==> src/rtl/sbox_scheduler_if.sv <==
// Request/response channels between the two requesters, the scheduler and the
// shared SubBytes unit.
interface sbox_scheduler_if;
  logic         a_valid;
  logic         a_ready;
  logic [127:0] a_data;
  logic         a_rsp_valid;
  logic         a_rsp_ready;
  logic [127:0] a_rsp_data;
  logic         b_valid;
  logic         b_ready;
  logic [31:0]  b_data;
  logic         b_rsp_valid;
  logic         b_rsp_ready;
  logic [31:0]  b_rsp_data;
  logic [127:0] sb_in;
  logic [127:0] sb_out;
  logic         busy;

  modport slave (
    input  a_valid, a_data, a_rsp_ready,
    input  b_valid, b_data, b_rsp_ready,
    input  sb_out,
    output a_ready, a_rsp_valid, a_rsp_data,
    output b_ready, b_rsp_valid, b_rsp_data,
    output sb_in, busy
  );

  modport master (
    output a_valid, a_data, a_rsp_ready,
    output b_valid, b_data, b_rsp_ready,
    output sb_out,
    input  a_ready, a_rsp_valid, a_rsp_data,
    input  b_ready, b_rsp_valid, b_rsp_data,
    input  sb_in, busy
  );
endinterface

==> src/rtl/sbox_scheduler.sv <==
// Round-robin sharing of one registered SubBytes unit between the round datapath (A)
// and key expansion (B), with per-requester result registers.
module sbox_scheduler #(
  parameter int unsigned SBOX_LATENCY = 1
) (
  input logic              clk,
  input logic              rst_n,
  input logic              clear,
  sbox_scheduler_if.slave  bus
);

  typedef enum logic {IdA = 1'b0, IdB = 1'b1} req_id_e;

  localparam int unsigned Depth = SBOX_LATENCY + 1;

  logic             owned_a_q, owned_a_d, owned_b_q, owned_b_d;
  req_id_e          last_grant_q, last_grant_d;
  logic [Depth-1:0] trk_v_q, trk_v_d;
  logic [Depth-1:0] trk_id_q, trk_id_d;  // 1 = B
  logic [127:0]     sb_in_q, sb_in_d;
  logic             a_rsp_valid_q, a_rsp_valid_d, b_rsp_valid_q, b_rsp_valid_d;
  logic [127:0]     a_rsp_data_q, a_rsp_data_d;
  logic [31:0]      b_rsp_data_q, b_rsp_data_d;

  logic elig_a, elig_b, grant_a, grant_b, hs_a, hs_b, tail_v, tail_b;

  always_comb begin
    // No accept during the flush cycle.
    elig_a  = bus.a_valid && !owned_a_q && !clear;
    elig_b  = bus.b_valid && !owned_b_q && !clear;
    grant_a = elig_a && (!elig_b || (last_grant_q == IdB));
    grant_b = elig_b && !grant_a;
    hs_a    = a_rsp_valid_q && bus.a_rsp_ready;
    hs_b    = b_rsp_valid_q && bus.b_rsp_ready;
    tail_v  = trk_v_q[Depth-1];
    tail_b  = trk_id_q[Depth-1];
  end

  always_comb begin
    owned_a_d     = owned_a_q;
    owned_b_d     = owned_b_q;
    last_grant_d  = last_grant_q;
    trk_v_d       = {trk_v_q[Depth-2:0], grant_a || grant_b};
    trk_id_d      = {trk_id_q[Depth-2:0], grant_b};
    sb_in_d       = sb_in_q;
    a_rsp_valid_d = a_rsp_valid_q;
    b_rsp_valid_d = b_rsp_valid_q;
    a_rsp_data_d  = a_rsp_data_q;
    b_rsp_data_d  = b_rsp_data_q;

    if (grant_a) begin
      sb_in_d      = bus.a_data;
      last_grant_d = IdA;
    end else if (grant_b) begin
      sb_in_d      = {96'h0, bus.b_data};
      last_grant_d = IdB;
    end

    if (grant_a)   owned_a_d = 1'b1;
    else if (hs_a) owned_a_d = 1'b0;
    if (grant_b)   owned_b_d = 1'b1;
    else if (hs_b) owned_b_d = 1'b0;

    // owned_x blocks reissue, so the tail never lands on a full result register.
    if (tail_v && !tail_b) begin
      a_rsp_valid_d = 1'b1;
      a_rsp_data_d  = bus.sb_out;
    end else if (hs_a) begin
      a_rsp_valid_d = 1'b0;
    end
    if (tail_v && tail_b) begin
      b_rsp_valid_d = 1'b1;
      b_rsp_data_d  = bus.sb_out[31:0];
    end else if (hs_b) begin
      b_rsp_valid_d = 1'b0;
    end

    if (clear) begin
      owned_a_d     = 1'b0;
      owned_b_d     = 1'b0;
      last_grant_d  = IdA;
      trk_v_d       = '0;
      a_rsp_valid_d = 1'b0;
      b_rsp_valid_d = 1'b0;
      a_rsp_data_d  = a_rsp_data_q;
      b_rsp_data_d  = b_rsp_data_q;
    end
  end

  always_ff @(posedge clk or negedge rst_n) begin
    if (!rst_n) begin
      owned_a_q     <= 1'b0;
      owned_b_q     <= 1'b0;
      last_grant_q  <= IdA;
      trk_v_q       <= '0;
      trk_id_q      <= '0;
      sb_in_q       <= '0;
      a_rsp_valid_q <= 1'b0;
      b_rsp_valid_q <= 1'b0;
      a_rsp_data_q  <= '0;
      b_rsp_data_q  <= '0;
    end else begin
      owned_a_q     <= owned_a_d;
      owned_b_q     <= owned_b_d;
      last_grant_q  <= last_grant_d;
      trk_v_q       <= trk_v_d;
      trk_id_q      <= trk_id_d;
      sb_in_q       <= sb_in_d;
      a_rsp_valid_q <= a_rsp_valid_d;
      b_rsp_valid_q <= b_rsp_valid_d;
      a_rsp_data_q  <= a_rsp_data_d;
      b_rsp_data_q  <= b_rsp_data_d;
    end
  end

  assign bus.a_ready     = grant_a;
  assign bus.b_ready     = grant_b;
  assign bus.sb_in       = sb_in_q;
  assign bus.a_rsp_valid = a_rsp_valid_q;
  assign bus.a_rsp_data  = a_rsp_data_q;
  assign bus.b_rsp_valid = b_rsp_valid_q;
  assign bus.b_rsp_data  = b_rsp_data_q;
  assign bus.busy        = owned_a_q || owned_b_q;

endmodule

==> src/flat_wrapper.sv <==
// flat-port wrapper written by rule: the top's interface ports become plain ports
module sbox_scheduler_flat 
#(
  parameter int unsigned SBOX_LATENCY = 1
)
  (clk, rst_n, clear, bus_a_valid, bus_a_data, bus_a_rsp_ready, bus_b_valid, bus_b_data, bus_b_rsp_ready, bus_sb_out, bus_a_ready, bus_a_rsp_valid, bus_a_rsp_data, bus_b_ready, bus_b_rsp_valid, bus_b_rsp_data, bus_sb_in, bus_busy);
  sbox_scheduler_if bus_i ();
  input logic clk;
  input logic rst_n;
  input logic clear;
  input wire logic [$bits(bus_i.a_valid)-1:0] bus_a_valid;
  input wire logic [$bits(bus_i.a_data)-1:0] bus_a_data;
  input wire logic [$bits(bus_i.a_rsp_ready)-1:0] bus_a_rsp_ready;
  input wire logic [$bits(bus_i.b_valid)-1:0] bus_b_valid;
  input wire logic [$bits(bus_i.b_data)-1:0] bus_b_data;
  input wire logic [$bits(bus_i.b_rsp_ready)-1:0] bus_b_rsp_ready;
  input wire logic [$bits(bus_i.sb_out)-1:0] bus_sb_out;
  output wire logic [$bits(bus_i.a_ready)-1:0] bus_a_ready;
  output wire logic [$bits(bus_i.a_rsp_valid)-1:0] bus_a_rsp_valid;
  output wire logic [$bits(bus_i.a_rsp_data)-1:0] bus_a_rsp_data;
  output wire logic [$bits(bus_i.b_ready)-1:0] bus_b_ready;
  output wire logic [$bits(bus_i.b_rsp_valid)-1:0] bus_b_rsp_valid;
  output wire logic [$bits(bus_i.b_rsp_data)-1:0] bus_b_rsp_data;
  output wire logic [$bits(bus_i.sb_in)-1:0] bus_sb_in;
  output wire logic [$bits(bus_i.busy)-1:0] bus_busy;
  assign bus_i.a_valid = bus_a_valid;
  assign bus_i.a_data = bus_a_data;
  assign bus_i.a_rsp_ready = bus_a_rsp_ready;
  assign bus_i.b_valid = bus_b_valid;
  assign bus_i.b_data = bus_b_data;
  assign bus_i.b_rsp_ready = bus_b_rsp_ready;
  assign bus_i.sb_out = bus_sb_out;
  assign bus_a_ready = bus_i.a_ready;
  assign bus_a_rsp_valid = bus_i.a_rsp_valid;
  assign bus_a_rsp_data = bus_i.a_rsp_data;
  assign bus_b_ready = bus_i.b_ready;
  assign bus_b_rsp_valid = bus_i.b_rsp_valid;
  assign bus_b_rsp_data = bus_i.b_rsp_data;
  assign bus_sb_in = bus_i.sb_in;
  assign bus_busy = bus_i.busy;
  sbox_scheduler #(.SBOX_LATENCY(SBOX_LATENCY)) u_core (.clk(clk), .rst_n(rst_n), .clear(clear), .bus(bus_i));
endmodule
==> config.mk <==
export PLATFORM = sky130hd
export DESIGN_NAME = sbox_scheduler_flat
export DESIGN_NICKNAME = d
export VERILOG_FILES = /design/src/rtl/sbox_scheduler_if.sv /design/src/rtl/sbox_scheduler.sv /design/src/flat_wrapper.sv
export SDC_FILE = /design/constraint.sdc
export NUM_CORES = 1
export LEC_CHECK = 0
export CAP_MARGIN = 5
export CORE_AREA = 2 2 231 233
export CTS_BUF_LIST = sky130_fd_sc_hd__clkbuf_8
export DETAILED_ROUTE_END_ITERATION = 10
export DIE_AREA = 0 0 233 235
export GPL_TIMING_DRIVEN = 0
export PLACE_DENSITY_LB_ADDON = 0.3
export SKIP_CTS_REPAIR_TIMING = 1
export SLEW_MARGIN = 20
export SYNTH_ARGS = -nofsm -noshare
export SYNTH_HDL_FRONTEND = slang
export SYNTH_SLANG_ARGS = --single-unit
export TNS_END_PERCENT = 30
==> constraint.sdc <==
create_clock -name clk -period 1.5 [get_ports clk]
set_clock_uncertainty 0.05 [all_clocks]
set_input_delay 0.3 -clock clk [delete_from_list [all_inputs] [get_ports clk]]
set_output_delay 0.3 -clock clk [all_outputs]
set_load 0.02 [all_outputs]
After elaboration in Yosys (flattened, before gate mapping)
Cells that the tools add are included.
{"block": "op_classes", "muxes": 16, "n_reduce_logical": 27, "bitwise": 1}
{"op": "$mux W128", "n": 2}
{"op": "$reduce_bool A3 Y1", "n": 5}
{"op": "$mux W1", "n": 13}
{"op": "$logic_and A1 B1 Y1", "n": 10}
{"op": "$logic_not A1 Y1", "n": 6}
{"op": "$reduce_and A2 Y1", "n": 2}
{"op": "$logic_or A1 B1 Y1", "n": 3}
{"op": "$mux W2", "n": 1}
{"op": "$reduce_bool A2 Y1", "n": 1}
{"op": "$not A1 Y1", "n": 1}
{"block": "word_totals", "ff_bits": 297, "output_inout_bits": 293}

Depth between registers and ports, before layout
{"block": "depth", "depth_word": 11, "depth_mapped": 7, "mapped_depth_nobuf": 4}

Worst setup path after synthesis
No wires, ideal clock.
{"block": "synth_timing", "path_type": "flip-flop to output port", "startpoint": "register u_core.last_grant_q", "endpoint": "output bus_b_ready", "path_slack_ns": -0.490, "stages_incl_launch_ff": 5, "n_path_buf": 1, "required_time_ns": 1.150, "arrival_ns": 1.640, "cell_sequence": "dfrtp_1 nor3b_2 nor2_8 buf_4 nor3_1"}
{"block": "synth_between", "elab_chain_len": 4}
{"element": "from (decl)", "line": "sbox_scheduler.sv:17", "text": "req_id_e last_grant_q, last_grant_d;"}
{"element": "from (signal assigned)", "line": "sbox_scheduler.sv:94", "text": "last_grant_q <= IdA;"}
{"element": "from (signal assigned)", "line": "sbox_scheduler.sv:105", "text": "last_grant_q <= last_grant_d;"}
{"element": "$logic_or A1 B1 Y1", "line": "sbox_scheduler.sv:31", "text": "grant_a = elig_a && (!elig_b || (last_grant_q == IdB));"}
{"element": "$logic_and A1 B1 Y1", "line": "sbox_scheduler.sv:31"}
{"element": "via bus_a_ready", "line": "flat_wrapper.sv:18", "text": "output wire logic [$bits(bus_i.a_ready)-1:0] bus_a_ready;"}
{"element": "$logic_not A1 Y1", "line": "sbox_scheduler.sv:32", "text": "grant_b = elig_b && !grant_a;"}
{"element": "$logic_and A1 B1 Y1", "line": "sbox_scheduler.sv:32"}
{"element": "to (decl)", "line": "flat_wrapper.sv:21", "text": "output wire logic [$bits(bus_i.b_ready)-1:0] bus_b_ready;"}
The timed path passes the listed nets, and every way through them passes these cells.

Final worst setup path
{"block": "layout_timing", "startpoint": "register u_core.owned_a_q", "endpoint": "output bus_a_ready"}
{"block": "layout_between", "elab_chain_len": 4}
{"element": "from (decl)", "line": "sbox_scheduler.sv:16", "text": "logic owned_a_q, owned_a_d, owned_b_q, owned_b_d;"}
{"element": "from (signal assigned)", "line": "sbox_scheduler.sv:103", "text": "owned_a_q <= owned_a_d;"}
{"element": "$logic_not A1 Y1", "line": "sbox_scheduler.sv:29", "text": "elig_a = bus.a_valid && !owned_a_q && !clear;"}
{"element": "$logic_and A1 B1 Y1 (2 in series)", "line": "sbox_scheduler.sv:29"}
{"element": "$logic_and A1 B1 Y1", "line": "sbox_scheduler.sv:31"}
{"element": "to (decl)", "line": "flat_wrapper.sv:18"}
Every way passes these cells.

==> impl_metrics.py <==
metrics = {
    "timing": {
        "whs_ns": -0.4570,
        "fmax_ghz": 0.4299,
        "tightest_slew_ns": 0.6648,
        "period_needed_ns": 2.326,
        "rsz0062_at_grt": "true",
        "fin_tns_setup_ns": -154.59,
        "finalSetupViolations": 554,
        "finalHoldViolations": 202,
        "layout_setup_ws_ns": -0.8263,
        "relSlewSlack_pct": 55.68,
        "period_share_pct": 155.1,
        "slew_viol_final": 0,
    },
    "critical_path": {
        "worstPathMaxFanout": 6,
        "crit_slowest_cell": "or3b_4",
        "cp_top_family": "simple AND/OR/NAND/NOR gates",
        "max_stage_delay_ns": 0.46,
        "cp_cell_sequence": "or3b_4 > nor2_8 > buf_12 > buf_2",
        "worstPathRequired_ns": 1.15,
        "cp-start-kind": "flip-flop",
        "crit_path_end_kind": "output pin",
        "crit_arrival_ns": 1.98,
        "worstSetupPathType": "reg -> out",
        "critPathBufInv": 2,
    },
    "routing": {
        "ant_nets": 0,
        "post-route-drc-count": 0,
        "vias": 9704,
        "via_per_inst": 4.391,
        "wire_per_inst_um": 20.30,
        "routed_wl_um": 44860,
        "drt_iter0_drc": 336,
        "drtPass1Iterations": 7,
    },
    "floorplanning": {
        "rows": 84,
        "core_sq_um": 52240,
        "die_h_um": 235,
        "dieArea_sq_um": 54760,
        "die_w_um": 233,
        "initial_utilization_pct": 22.42,
        "ios": 588,
    },
    "cts": {
        "root_buffer": "clkbuf_8",
        "cts_buffer_depth": 3,
        "cts_tree": "done",
        "clock_latency_ns": 0.62,
        "cts_num_sinks": 297,
        "cts_buffers": 53,
        "clkTransAtPathRegs_ns": 0.06,
        "htree_levels": 2,
    },
    "global_routing": {
        "grt_pass1_vias": 10133,
        "gr-total-overflow": 0,
        "grt_max_degree": 96,
        "antenna_found_initial": 5,
        "grt_use_total_pct": 15.04,
        "grt_pass1_wl_um": 62760,
    },
    "logic_synthesis": {
        "yosysTopAreaCell": "dfrtp_1",
        "synth_edf_count": 0,
        "synth.area.top_cells": "dfrtp_1 63%, mux2_2 15%, a22o_1 7.2%",
        "synth_seq_cells": 297,
        "syn-num-nets": 1077,
        "synth_cells": 782,
        "ys_types": 28,
        "synthesis.area_sq_um": 11710,
        "ys_warn_count": 0,
        "synth_common_cells": "297 x dfrtp_1, 160 x mux2_2, 96 x a22o_1",
        "syn_area_per_cell_sq_um": 14.97,
        "netlist.area_leader.share_pct": 63.47,
        "synth.yosys.seq_area_share_pct": 63.47,
        "synth-async-reset-ratio_pct": 100.0,
        "synth_ff_type": "dfrtp_1",
        "yosysMostFrequentCell": "dfrtp_1",
    },
    "layout": {
        "fin_nets": 1770,
        "area_delta_synth_final_pct": 80.50,
        "seq_area_sq_um": 7438,
        "drive_above_1_share_pct": 30.24,
        "multi_input_area_sq_um": 4352,
        "fin_util_pct": 40.46,
        "fillers": 4951,
    },
    "power_and_ir_drop": {
        "power_mw": 29.69,
        "p_leak_nw": 9.250,
        "p_per_area_nw_per_um2": 1405,
        "ir_drop_mv": 0.7422,
    },
    "job": {
        "max_cap_violations": 0,
    },
    "placement": {
        "dpl.hpwl_um": 32340,
        "place_ws_ns": -1.526,
        "place.gp.congestion": 0.7956,
        "numPortBuffers": 587,
    },
    "outcome": {
        "failed_checks": "hold timing, setup timing",
        "status": "complete, but fails checks",
    },
    "worst_hold_path": {
        "min_path_type": "in -> async",
    },
}
## final timing paths
path	start	to	slack, ns	depth (start not counted)
worst max register to register	u_core.owned_a_q$_DFFE_PN0P_	u_core.bus.sb_in[27]$_DFFE_PN0P_	-0.42	5
max in group asynchronous	rst_n	u_core.bus.sb_in[89]$_DFFE_PN0P_	0.65	3
worst min register to register	u_core.trk_id_q[0]$_DFF_PN0_	u_core.trk_id_q[1]$_DFF_PN0_	0.30	0
min in group clk	bus_b_data[0]	u_core.bus.sb_in[0]$_DFFE_PN0P_	0.19	3
worst max-delay path	u_core.owned_a_q$_DFFE_PN0P_	bus_a_ready	-0.83	4
worst min-delay path	rst_n	u_core.bus.a_rsp_data[93]$_DFFE_PN0P_	-0.46	1
## cells in the final DEF (no fill, tap or decap), types with 17 or more instances in the layout
cell,instances
a221oi_2,17
a22o_1,96
a2bb2oi_1,32
buf_2,19
buf_4,39
buf_6,86
clkbuf_1,21
clkbuf_8,67
clkdlybuf4s50_1,502
dfrtp_1,292
inv_1,18
mux2_2,63
mux2_4,97
nor4bb_1,32
o21ai_0,32
## routing by layer
metal  share of wire (%)  routed length (um)  GRT usage [%]
met5                   0                   0              0
met4                 2.5                1140          5.018
met3                 8.5                3832          5.400
met2                  50               22430          26.18
met1                  39               17450          16.94
## power breakdown
group          switching (mW)  internal (mW)  leakage [nW]
Sequential               1.11           9.78          3.68
Clock                    3.52           4.83         0.667
Combinational            4.62           5.83          4.90
## state kept, by name (all words and copies together), names as in the netlist
register / cells
u_core.bus.a_rsp_data: 128
u_core.bus.a_rsp_valid: 1
u_core.bus.b_rsp_data: 32
u_core.bus.b_rsp_valid: 1
u_core.bus.sb_in: 128
u_core.last_grant_q: 1
u_core.owned_a_q: 1
u_core.owned_b_q: 1
u_core.trk_id_q: 2
u_core.trk_v_q: 2
## stage by stage
stage                     cell area [sq um]  std cells
final                                 21140       2210
after detailed placement              18720       2060
after global placement                18630       2057
after floorplan                       11900        782
after global routing                  21140       2210
after CTS                             19900       2158
## cell families after synthesis
group                  count (synthesis)  share of synthesized area, %
muxes                                160                         15.39
and+or+nand+nor                       52                         3.889
buffers and inverters                 76                         3.611
AOI/OAI and AO/OA                    197                         13.64
DFF                                  297                         63.47
## final cells by class
| class | instances | area share [%] |
|---|---|---|
| buffer | 73 | 3.096 |
| timing repair buffer | 639 | 31.39 |
| clock buffer | 66 | 4.298 |
| tap | 688 | 4.073 |
| multi-input combinational | 409 | 20.59 |
| sequential | 297 | 35.19 |
| antenna | 4 | 0.04736 |
| inverter | 2 | 0.04144 |
| clock inverter | 32 | 1.273 |
Power figures use the tool's default switching activity.
